[src/rtl/if_stage_if.sv]
// Instruction-memory port between the fetch stage (master) and the memory (slave).
// Handshake: the master holds imem_req=1 with a stable imem_addr until the slave
// answers with imem_ready=1 in a cycle; imem_rdata is the word at imem_addr only in
// that cycle. No word is transferred in a cycle where imem_ready=0.
interface if_stage_if;
   logic        imem_req;
   logic [31:0] imem_addr;
   logic        imem_ready;
   logic [31:0] imem_rdata;

   modport master (output imem_req, output imem_addr, input imem_ready, input imem_rdata);
   modport slave  (input imem_req, input imem_addr, output imem_ready, output imem_rdata);
endinterface

[src/rtl/if_stage.sv]
// Instruction fetch stage with IF/ID pipeline register for the 5-stage MIPS pipe.
// Owns the PC, drives a variable-latency instruction memory, keeps a skid word when
// decode is stalled at the moment the memory answers, and remembers redirects that
// arrive while a fetch is still outstanding so that the stale word is dropped.
module if_stage #(
   parameter logic [31:0] RESET_PC  = 32'h0000_0000,
   parameter logic [31:0] NOP_INSTR = 32'h0000_0000
) (
   input  logic          clk,
   input  logic          rst,
   input  logic          stall,
   input  logic          pc_src,
   input  logic [31:0]   pc_target,
   if_stage_if.master    imem,
   output logic [31:0]   instruction,
   output logic [31:0]   pcPlus4,
   output logic          if_id_valid,
   output logic [1:0]    o_dbg_state
);

   typedef enum logic [1:0] {
      S_FETCH   = 2'd0,
      S_HOLD    = 2'd1,
      S_DISCARD = 2'd2
   } state_t;

   state_t      r_state;
   logic [31:0] r_pc;
   logic [31:0] r_skid;
   logic [31:0] r_redir;
   logic [31:0] r_instr;
   logic [31:0] r_pc4;
   logic        r_valid;

   logic        w_take;
   logic [31:0] w_pc_plus4;

   // A redirect from decode only counts when the pipeline is moving.
   assign w_take     = pc_src & ~stall;
   assign w_pc_plus4 = r_pc + 32'd4;

   // HOLD already owns the fetched word, so no request is outstanding there.
   assign imem.imem_req  = (r_state != S_HOLD);
   assign imem.imem_addr = r_pc;

   assign instruction = r_instr;
   assign pcPlus4     = r_pc4;
   assign if_id_valid = r_valid;
   assign o_dbg_state = r_state;

   // Fetch FSM, PC, skid/redirect registers and IF/ID register in one process.
   always_ff @(posedge clk) begin
      if (rst) begin
         r_state <= S_FETCH;
         r_pc    <= RESET_PC;
         r_skid  <= 32'd0;
         r_redir <= 32'd0;
         r_instr <= NOP_INSTR;
         r_pc4   <= 32'd0;
         r_valid <= 1'b0;
      end else begin
         case (r_state)
            S_FETCH: begin
               if (imem.imem_ready) begin
                  if (stall) begin
                     // Decode cannot take the word; park it and stop requesting.
                     r_skid  <= imem.imem_rdata;
                     r_state <= S_HOLD;
                  end else if (pc_src) begin
                     // Word belongs to the wrong path; drop it.
                     r_instr <= NOP_INSTR;
                     r_valid <= 1'b0;
                     r_pc    <= pc_target;
                  end else begin
                     r_instr <= imem.imem_rdata;
                     r_pc4   <= w_pc_plus4;
                     r_valid <= 1'b1;
                     r_pc    <= w_pc_plus4;
                  end
               end else begin
                  if (!stall) begin
                     r_instr <= NOP_INSTR;
                     r_valid <= 1'b0;
                  end
                  // Address must stay put until the memory answers, so remember the target.
                  if (w_take) begin
                     r_redir <= pc_target;
                     r_state <= S_DISCARD;
                  end
               end
            end

            S_HOLD: begin
               if (!stall) begin
                  if (pc_src) begin
                     r_instr <= NOP_INSTR;
                     r_valid <= 1'b0;
                     r_pc    <= pc_target;
                  end else begin
                     r_instr <= r_skid;
                     r_pc4   <= w_pc_plus4;
                     r_valid <= 1'b1;
                     r_pc    <= w_pc_plus4;
                  end
                  r_state <= S_FETCH;
               end
            end

            S_DISCARD: begin
               if (!stall) begin
                  r_instr <= NOP_INSTR;
                  r_valid <= 1'b0;
               end
               if (imem.imem_ready) begin
                  // A redirect arriving together with the stale word is the newer one.
                  r_pc    <= w_take ? pc_target : r_redir;
                  r_state <= S_FETCH;
               end else if (w_take) begin
                  r_redir <= pc_target;
               end
            end

            default: r_state <= S_FETCH;
         endcase
      end
   end

endmodule

[src/flat_wrapper.sv]
// flat-port wrapper written by rule: the top's interface ports become plain ports
module if_stage_flat 
#(
   parameter logic [31:0] RESET_PC  = 32'h0000_0000,
   parameter logic [31:0] NOP_INSTR = 32'h0000_0000
)
  (clk, rst, stall, pc_src, pc_target, instruction, pcPlus4, if_id_valid, o_dbg_state, imem_imem_req, imem_imem_addr, imem_imem_ready, imem_imem_rdata);
  if_stage_if imem_i ();
  input  logic clk;
  input  logic rst;
  input  logic stall;
  input  logic pc_src;
  input  logic [31:0] pc_target;
  output logic [31:0] instruction;
  output logic [31:0] pcPlus4;
  output logic if_id_valid;
  output logic [1:0] o_dbg_state;
  output wire logic [$bits(imem_i.imem_req)-1:0] imem_imem_req;
  output wire logic [$bits(imem_i.imem_addr)-1:0] imem_imem_addr;
  input wire logic [$bits(imem_i.imem_ready)-1:0] imem_imem_ready;
  input wire logic [$bits(imem_i.imem_rdata)-1:0] imem_imem_rdata;
  assign imem_imem_req = imem_i.imem_req;
  assign imem_imem_addr = imem_i.imem_addr;
  assign imem_i.imem_ready = imem_imem_ready;
  assign imem_i.imem_rdata = imem_imem_rdata;
  if_stage #(.RESET_PC(RESET_PC), .NOP_INSTR(NOP_INSTR)) u_core (.clk(clk), .rst(rst), .stall(stall), .pc_src(pc_src), .pc_target(pc_target), .imem(imem_i), .instruction(instruction), .pcPlus4(pcPlus4), .if_id_valid(if_id_valid), .o_dbg_state(o_dbg_state));
endmodule
[config.mk]
export PLATFORM = sky130hd
export DESIGN_NAME = if_stage_flat
export DESIGN_NICKNAME = d
export VERILOG_FILES = /design/src/rtl/if_stage_if.sv /design/src/rtl/if_stage.sv /design/src/flat_wrapper.sv
export SDC_FILE = /design/constraint.sdc
export NUM_CORES = 1
export LEC_CHECK = 0
export ABC_AREA = 1
export BUFFER_PORTS_ARGS = -buffer_cell sky130_fd_sc_hd__buf_2
export CAP_MARGIN = 20
export CORE_MARGIN = 2
export CORE_UTILIZATION = 55
export CTS_CLUSTER_SIZE = 40
export DETAILED_ROUTE_END_ITERATION = 10
export GPL_TIMING_DRIVEN = 0
export HOLD_SLACK_MARGIN = 0.15
export PLACE_DENSITY = 0.82
export SETUP_SLACK_MARGIN = 0.15
export SLEW_MARGIN = 0
export SYNTH_ARGS = -nofsm -noshare
export SYNTH_HDL_FRONTEND = slang
export SYNTH_SLANG_ARGS = --single-unit
[constraint.sdc]
create_clock -name clk -period 4.6 [get_ports clk]
set_input_delay 0.46 -clock clk [delete_from_list [all_inputs] [get_ports clk]]
set_output_delay 0.46 -clock clk [all_outputs]
set_load 0.03 [all_outputs]
==> impl_metrics.csv, run 1 <==
group,metric,value,unit
power,ir_drop,431,µV
final_layout,n_antenna_cell,0,
job,maxCapViolCount,0,
route,wl_met2,11.6,mm
power,power_leakage,4.26,nW
synth,yosysMostFrequentCell,"nand2_1",
timing,max_freq,450,MHz
synth,synth_top_cell_area_share,0.407,
final_layout,finalNetCount,1435,
timing,period_minus_slack,2.22,ns
hold_path,hold_class,"input pin to flip-flop",
clocking,cts_buffers,17,
setup_path,cp-start-kind,"flip-flop",
synth,ys_dominant_reg_cell,"dfxtp_1",
synth,yosysWarnings,0,
hold_path,min_from,"pc_target[21]",
route,wl_per_cell,15.9,µm
clocking,root_buffer,"clkbuf_16",
die,die-width,125,µm
synth,synthTopCellsByArea,"dfxtp_1, nand2_1, o21ai_0",
clocking,post_cts_buffers,0,
setup_path,rr_worst_depth,8,
power,p_per_area,610,nW/µm²
grt,grt_use_total,0.317,
clocking,cts_resized,0,
clocking,htreeDepth,4,
clocking,clock_path_buffers,2,
final_layout,areaGrowthSynthToFinish,20.2,%
synth,synth_top_area_cell,"dfxtp_1",
synth,syn_inst,1175,
synth,ys_ff_latch,163,
die,ios,169,
synth,ys_async_sr_fraction,0,
hold_path,min_path_cells,3,
timing,setup_tns,0,ns
place,gp_congestion,0.957,
synth,ys_seq_area_frac,0.407,
timing,finalHoldViolations,0,
grt,gr-total-overflow,0,
route,drc,0,
clocking,holdBufCountCts,0,
clocking,clkTransAtPathRegs,0.07,ns
synth,synth_edf_count,0,
synth,syn_nets,1249,
grt,grt_max_degree,17,
clocking,cts_tree,"done",
setup_path,worstSetupEndpointType,"flip-flop",
route,vias,8645,
timing,fin_crit_sh,0.483,
setup_path,crit_arrival,2.52,ns
route,avgViaCountPerCell,5.55,
setup_path,worst-r2r-setup-slack,2.38,ns
synth,synthTopCellsByCount,"nand2_1, o21ai_0, dfxtp_1",
synth,synth_area,8010,µm²
die,die_area,15500,µm²
synth,yosysUniqueCellTypes,38,
timing,grt_setup_unrepaired,"no",
route,met1_length,10.2,mm
route,ant_nets,0,
clocking,cts.sinks,163,
setup_path,worstPathMaxFanout,10,
die,die_h,125,µm
grt,grt_pass1_vias,7821,
final_layout,drive_above_1_share,0.188,
run_status,status,"finished, final reports clean",
die,start_util,0.557,
place,post-dp-hpwl,18.3,mm
die,rows,44,
route,dr_wl_met3,2.21,mm
die,coreArea,14400,µm²
timing,finalMaxSlewViolations,0,
timing,tightest_slew,0.652,ns
grt,antenna_found_initial,0,
place,dpl_worst_slack,2.45,ns
place,port_buffers,167,
route,dr.first_iter.drc_count,910,
route,dr.max_layer_used,"met4",
grt,grt_pass1_wl,39.7,mm
final_layout,nFillCells,1277,
clocking,insertion_delay,0.44,ns
timing,worst_slack,2.38,ns
hold_path,whs_endpoint,"u_core.r_redir[21]",
power,power,5.88,mW
timing,finalSetupViolCount,0,
route,drt-total-wl,24.8,mm
setup_path,r2r-start,"u_core.o_dbg_state[0]",
setup_path,crit_type,"flip-flop to flip-flop",
timing,skew,0.00863,ns
setup_path,r2r_end,"u_core.imem.imem_addr[28]",
synth,syn_avg_cell_area,6.82,µm²
route,drtPass1Iterations,5,
place,dp_cells,1526,
final_layout,fin_cells,1558,
setup_path,required,4.90,ns
timing,timing.slew.headroom,0.565,
-- per-layer routing --
layer	up-vias	GRT usage
li1	4251	-
met1	3952	0.406
met2	387	0.524
met3	55	0.0683
met4	0	0.119
met5	-	0
-- worst max path at each step --
| stage | startpoint | end | slack [ns] | cells after the start |
|---|---|---|---|---|
| 4_1_cts | u_core.o_dbg_state[0] | u_core.imem.imem_addr[28] | 2.40 | 8 |
| 3_5_place_dp | u_core.o_dbg_state[0] | u_core.imem.imem_addr[28] | 2.45 | 8 |
| 6_report | u_core.o_dbg_state[0] | u_core.imem.imem_addr[28] | 2.38 | 8 |
| 3_3_place_gp | u_core.o_dbg_state[0] | u_core.imem.imem_addr[28] | 2.48 | 8 |
| 5_1_grt | u_core.o_dbg_state[0] | u_core.imem.imem_addr[26] | 2.21 | 8 |
| 2_1_floorplan | u_core.o_dbg_state[0] | u_core.imem.imem_addr[21] | 2.67 | 8 |
-- report_power, final --
part | switching, mW | leakage (nW) | internal [mW]
sequential | 0.287 | 1.34 | 1.77
clock | 0.619 | 0.272 | 0.726
combinational | 1.74 | 2.65 | 0.733
total | 2.65 | 4.26 | 3.23
-- logic make-up (layout without fill, tap and decap cells) --
family | Yosys count | in the layout | synth area share
flip-flops | 163 | 163 | 0.407
adder cells (fa/ha/maj) | 5 | 5 | 0.00781
AND/OR/NAND/NOR | 416 | 416 | 0.221
XOR/XNOR | 9 | 9 | 0.00984
AO/OA/AOI/OAI | 366 | 366 | 0.245
buffers and inverters | 216 | 415 | 0.109
-- worst max-delay path, cell delays in order (launching register included) --
cell and delay, ns:
dfxtp_1 0.37, inv_1 0.09, ha_1 0.26, buf_4 0.20, nor2_2 0.38, clkbuf_1 0.47
nand3_1 0.14, nand2_1 0.11, a21oi_1 0.06
-- area by class of cell --
| type | count | area, µm² | share of cell area |
|---|---|---|---|
| inverters | 143 | 537 | 0.0557 |
| clock buffers | 19 | 453 | 0.0470 |
| well taps | 184 | 230 | 0.0239 |
| plain buffers | 73 | 337 | 0.0349 |
| repair buffers | 167 | 836 | 0.0868 |
| flip-flops and latches | 163 | 3260 | 0.339 |
| multi-input cells | 796 | 3870 | 0.402 |
| clock inverters | 13 | 103 | 0.0107 |
-- per-stage QoR --
step | utilization | hold WS, ns | area (µm²)
global route | 0.670 | 0.328 | 9630
finish | 0.670 | 0.324 | 9630
detailed placement | 0.632 | 0.439 | 9080
global placement | 0.632 | 0.433 | 9080
CTS | 0.670 | 0.316 | 9630
floorplan | - | 0.425 | 8010
-- layout by cell type, fill, tap and decap left out, drive strengths merged, types with 20 or more instances in the layout --
cell type and n:
a21oi 117, a31oi 20, buf 202, clkbuf 57, dfxtp 163, inv 144, nand2 238, nand3 90
nor2 81, o21ai 189
-- sequential cells by signal, indices dropped and copies added, names as in the netlist --
signal / flops
u_core.if_id_valid: 1
u_core.imem.imem_addr: 32
u_core.instruction: 32
u_core.o_dbg_state: 2
u_core.pcPlus4: 32
u_core.r_redir: 32
u_core.r_skid: 32
(Power assumes the default switching activity.)
==> inputs of run 2 (changes only) <==
ABC_AREA = 0   (was 1)
CORE_UTILIZATION = 54   (was 55)
clock period = 2.2 ns   (was 4.6 ns; I/O delays follow)
==> impl_metrics.csv, run 2 <==
group,metric,value,unit
route,wl_per_cell,19.1,µm
grt,grt_pass1_wl,39.1,mm
timing,fin_crit_sh,0.933,
synth,yosysMostFrequentCell,"dfxtp_1",
die,die-width,121,µm
power,power_leakage,4.27,nW
die,die_area,14600,µm²
grt,gr-total-overflow,0,
route,drc,0,
grt,grt_pass1_vias,7668,
place,gp_congestion,0.958,
route,dr.first_iter.drc_count,926,
final_layout,drive_above_1_share,0.291,
timing,setup_tns,0,ns
place,post-dp-hpwl,16.5,mm
setup_path,path_delay_family,"buffers and inverters",
synth,yosysWarnings,0,
power,p_int,5.64,mW
setup_path,crit_buf_inv,4,
final_layout,fin_cells,1372,
final_layout,areaGrowthSynthToFinish,40.4,%
grt,grt_use_total,0.341,
die,die_h,121,µm
synth,syn_avg_cell_area,8.11,µm²
grt,grt_max_degree,17,
die,coreArea,13300,µm²
synth,synth_compound_area_frac,0.267,
clocking,cts.sinks,163,
synth,ys_ff_latch,163,
timing,grt_setup_unrepaired,"yes",
final_layout,fin_area,10400,µm²
place,port_buffers,166,
route,drtPass1Iterations,5,
die,ios,169,
route,vias,8315,
setup_path,worstPathCellList,"inv_2, ha_2, buf_6, inv_1, nand2_1, clkbuf_2, a21oi_1, a311oi_1",
power,pwr-share-comb,0.253,
timing,finalHoldViolations,0,
setup_path,crit_type,"flip-flop to flip-flop",
synth,yosysUniqueCellTypes,57,
synth,synthAdderAreaFrac,0.00848,
clocking,root_buffer,"clkbuf_16",
final_layout,nFillCells,842,
setup_path,worstPathMaxFanout,10,
synth,synth_top_cell_area_share,0.442,
grt,antenna_found_initial,2,
synth,syn_nets,984,
run_status,status,"finished, final reports clean",
synth,synth_top_family_by_area,"compound AO/OA/AOI/OAI gates",
final_layout,finalNetCount,1256,
power,switchingPower,2.73,mW
route,ant_nets,0,
place,dp_cells,1252,
final_layout,final_cell_mix,"buf_2, nand2_1, dfxtp_1",
synth,synth_area,7380,µm²
setup_path,crit_arrival,2.37,ns
clocking,cts_buffers,17,
timing,tightest_slew,0.670,ns
route,drt-total-wl,26.2,mm
timing,skew,0.0131,ns
hold_path,hold_class,"input pin to flip-flop",
synth,muxShareOfSynthArea,0.0109,
power,seqPwrFrac,0.404,
synth,synth_top_area_cell,"dfxtp_1",
clocking,clkTransAtPathRegs,0.06,ns
synth,syn_inst,910,
clocking,cts_tree,"done",
power,p_clk_frac,0.343,
synth,synthTopCellsByArea,"dfxtp_1, nand2_1, a21oi_1",
clocking,htreeDepth,4,
synth,synth-simple-area-share,0.186,
synth,ys_dominant_reg_cell,"dfxtp_1",
route,avgViaCountPerCell,6.06,
synth,ys_async_sr_fraction,0,
timing,timing.slew.headroom,0.554,
power,switching_share,0.326,
setup_path,cp_slowest_cell,"dfxtp_4",
timing,period_minus_slack,2.05,ns
power,p_per_area,808,nW/µm²
die,start_util,0.555,
timing,finalMaxSlewViolations,0,
clocking,insertion_delay,0.44,ns
timing,finalSetupViolCount,0,
synth,synthXorXnorAreaFrac,0.0332,
final_layout,final_common_cell,"buf_2",
die,rows,42,
power,ir_drop,553,µV
setup_path,cp_slowest_stage_delay,0.35,ns
place,postPlaceCellArea,8550,µm²
timing,max_freq,487,MHz
clocking,clock_path_buffers,2,
synth,ys_seq_area_frac,0.442,
setup_path,worstSetupEndpointType,"flip-flop",
setup_path,cp-start-kind,"flip-flop",
synth,synthTopCellsByCount,"dfxtp_1, nand2_1, a21oi_1",
job,maxCapViolCount,0,
synth,synth_edf_count,0,
setup_path,required,2.52,ns
## run 2: timing repair
item,in CTS,in global routing
gates resized for setup,49,98
pin swaps,5,16
gates cloned,0,1
hold buffers,64,0
endpoints found under the setup margin,90,100
endpoints found under the hold margin,68,0
setup buffers,10,12
## run 2: layer usage
metal / vias to the layer above / track usage / wire length (µm)
met2: 523 / 0.552 / 12200
li1: 3801 / - / -
met1: 3895 / 0.427 / 10200
met4: 0 / 0.166 / 1120
met5: - / 0 / 0
met3: 96 / 0.0804 / 2570
## run 2: worst paths after layout
| kind | start | endpoint | slack (ns) | depth (start not counted) |
|---|---|---|---|---|
| worst max-delay path | u_core.o_dbg_state[0] | u_core.imem.imem_addr[1] | 0.15 | 8 |
| worst min-delay path | imem_imem_ready | u_core.o_dbg_state[0] | 0.18 | 3 |
| worst max register to register | u_core.o_dbg_state[0] | u_core.imem.imem_addr[1] | 0.15 | 8 |
| worst min register to register | u_core.r_redir[23] | u_core.r_redir[23] | 0.45 | 2 |
## run 2: metrics by stage
stage	utilization	hold slack [ns]	power [mW]	worst slack, ns
2_1_floorplan	-	0.356	4.61	0.132
3_3_place_gp	0.643	0.442	5.15	-0.366
3_5_place_dp	0.643	0.447	5.18	-0.397
4_1_cts	0.751	0.166	8.13	0.150
5_1_grt	0.779	0.255	8.60	0.113
6_report	0.779	0.178	8.37	0.147
## run 2: area by class of cell
| class | count | area, µm² | area share |
|---|---|---|---|
| diodes | 2 | 5.00 | 0.000483 |
| plain buffers | 86 | 529 | 0.0511 |
| clock buffers | 24 | 523 | 0.0505 |
| clock inverters | 7 | 45.0 | 0.00435 |
| inverters | 11 | 41.3 | 0.00399 |
| multi-input cells | 650 | 4020 | 0.388 |
| flip-flops and latches | 163 | 3320 | 0.320 |
| well taps | 176 | 220 | 0.0213 |
| repair buffers | 253 | 1670 | 0.161 |
## run 2: power groups by stage
stage | Sequential [mW] | Combinational (mW) | Clock (mW)
floorplan | 3.67 | 0.937 | 0
global placement | 3.42 | 1.73 | 0
detailed placement | 3.42 | 1.75 | 0
CTS | 3.36 | 1.92 | 2.84
global route | 3.40 | 2.24 | 2.96
finish | 3.39 | 2.12 | 2.87
## run 2: kinds of logic after synthesis
| family | count (synthesis) |
|---|---|
| and+or+nand+nor | 312 |
| AOI/OAI and AO/OA | 297 |
| DFF | 163 |
| buffers and inverters | 97 |
| xor gates and xnor gates | 28 |
| muxes | 8 |
| adders and majority gates | 5 |
## run 2: worst reg2reg max path: cells and delay by family (launching register included)
family | cells | cell delay, ns
DFF | 1 | 0.35
and+or+nand+nor | 1 | 0.26
AOI/OAI and AO/OA | 2 | 0.47
buffers and inverters | 4 | 0.65
adders and majority gates | 1 | 0.22
==> inputs of run 3 (changes only) <==
CORE_ASPECT_RATIO = 0.7   (was not set)
==> impl_metrics.csv, run 3 (synthesis gave the netlist of run 2 again) <==
group,metric,value,unit
run_status,status,"finished, final reports clean",
timing,max_freq,478,MHz
clocking,clock_path_buffers,2,
route,drtPass1Iterations,6,
final_layout,finalNetCount,1267,
place,gp_congestion,1.01,
hold_path,min_from,"imem_imem_ready",
final_layout,final_common_cell,"buf_2",
die,die-width,144,µm
grt,gr-total-overflow,0,
place,post-dp-hpwl,17.5,mm
setup_path,r2r-start,"u_core.imem.imem_addr[9]",
clocking,insertion_delay,0.44,ns
power,ir_drop,601,µV
route,drt-total-wl,27.6,mm
setup_path,startpoint,"u_core.imem.imem_addr[9]",
hold_path,hold_class,"input pin to flip-flop",
setup_path,rr_worst_depth,8,
timing,timing.slew.headroom,0.489,
setup_path,cp_slowest_stage_delay,0.42,ns
die,coreArea,13300,µm²
die,rows,35,
route,dr.first_iter.drc_count,1155,
place,dp_cells,1261,
setup_path,crit_type,"flip-flop to flip-flop",
setup_path,required,2.48,ns
route,avgViaCountPerCell,6.18,
final_layout,fin_area,10500,µm²
grt,grt_pass1_wl,40.3,mm
timing,grt_setup_unrepaired,"yes",
die,die_h,102,µm
final_layout,areaGrowthSynthToFinish,41.8,%
grt,grt_pass1_vias,7969,
timing,skew,0.0111,ns
job,maxCapViolCount,0,
clocking,htreeDepth,4,
clocking,cts_buffers,17,
timing,period_minus_slack,2.09,ns
timing,finalSetupViolCount,0,
die,start_util,0.556,
timing,setup_tns,0,ns
clocking,clkTransAtPathRegs,0.07,ns
clocking,root_buffer,"clkbuf_16",
route,vias,8601,
setup_path,worstSetupEndpointType,"flip-flop",
clocking,cts_tree,"done",
die,ios,169,
route,drc,0,
final_layout,final_cell_mix,"buf_2, nand2_1, dfxtp_1",
setup_path,crit_arrival,2.37,ns
timing,finalHoldViolations,0,
setup_path,cp-start-kind,"flip-flop",
timing,finalMaxSlewViolations,0,
grt,antenna_found_initial,0,
setup_path,r2r_end,"u_core.imem.imem_addr[31]",
route,ant_nets,0,
setup_path,worst-r2r-setup-slack,0.11,ns
timing,hold-worst-slack,0.224,ns
power,power_leakage,4.35,nW
setup_path,worstPathMaxFanout,7,
timing,tightest_slew,0.759,ns
place,postPlaceCellArea,8560,µm²
grt,grt_use_total,0.357,
clocking,cts.sinks,163,
power,power,8.41,mW
grt,grt_max_degree,17,
place,port_buffers,166,
setup_path,cp_slowest_cell,"or4_4",
setup_path,worstPathCellList,"buf_6, nand3_4, buf_6, or4_4, buf_8, nor4_4, mux2i_1, a221oi_2",
final_layout,n_antenna_cell,0,
setup_path,cp_common_cell,"buf_6",
power,p_per_area,804,nW/µm²
setup_path,crit_end,"u_core.imem.imem_addr[31]",
final_layout,fin_cells,1391,
final_layout,drive_above_1_share,0.298,
die,die_area,14600,µm²
route,wl_per_cell,19.9,µm
timing,fin_crit_sh,0.950,
[run 3: worst min path at each step]
stage               slack (ns)                    end  cells after the start
finish                    0.22  u_core.o_dbg_state[0]                      3
detailed placement        0.45      u_core.r_redir[2]                      2
floorplan                 0.36      u_core.r_redir[0]                      2
global placement          0.44       u_core.r_skid[5]                      2
global route              0.26  u_core.o_dbg_state[0]                      3
CTS                       0.18  u_core.o_dbg_state[0]                      3
[run 3: final cells by class]
cell class | instances | area (µm²)
inverter | 11 | 41.3
fill | 871 | 2810
sequential | 163 | 3320
clock inverter | 14 | 121
timing repair buffer | 264 | 1760
multi-input combinational | 650 | 3980
tap | 185 | 231
clock buffer | 18 | 439
buffer | 86 | 567
[run 3: worst max-delay path, delay by kind of cell (launching register included)]
| family | cells | cell delay [ns] |
|---|---|---|
| AND/OR/NAND/NOR | 3 | 0.81 |
| buffers and inverters | 3 | 0.44 |
| flip-flops | 1 | 0.35 |
| multiplexers | 1 | 0.25 |
| AO/OA/AOI/OAI | 1 | 0.09 |
[run 3: repair_timing]
action / in CTS / in global routing
buffers inserted: 13 / 21
resized for setup: 67 / 95
hold buffers: 64 / 0
hold endpoints to repair: 64 / 0
gates cloned: 0 / 1
pin swaps: 3 / 21
endpoints found under the setup margin: 97 / 97
[run 3: report_power, final]
part	total, mW	internal [mW]	switching (mW)
sequential	3.38	3.17	0.205
combinational	2.19	0.851	1.34
clock	2.85	1.51	1.34
[run 3: stage by stage]
step                      utilization  worst slack [ns]
final                           0.788             0.110
after global routing            0.788            0.0239
after floorplan                     -             0.132
after detailed placement        0.645            -0.412
after CTS                       0.759             0.107
after global placement          0.645            -0.367
[run 3: routing by layer]
| metal | GRT usage | vias up | part of all wire |
|---|---|---|---|
| li1 | - | 3847 | - |
| met1 | 0.492 | 3974 | 0.40 |
| met2 | 0.537 | 668 | 0.43 |
| met3 | 0.0950 | 112 | 0.14 |
| met4 | 0.137 | 0 | 0.033 |
| met5 | 0 | - | 0 |
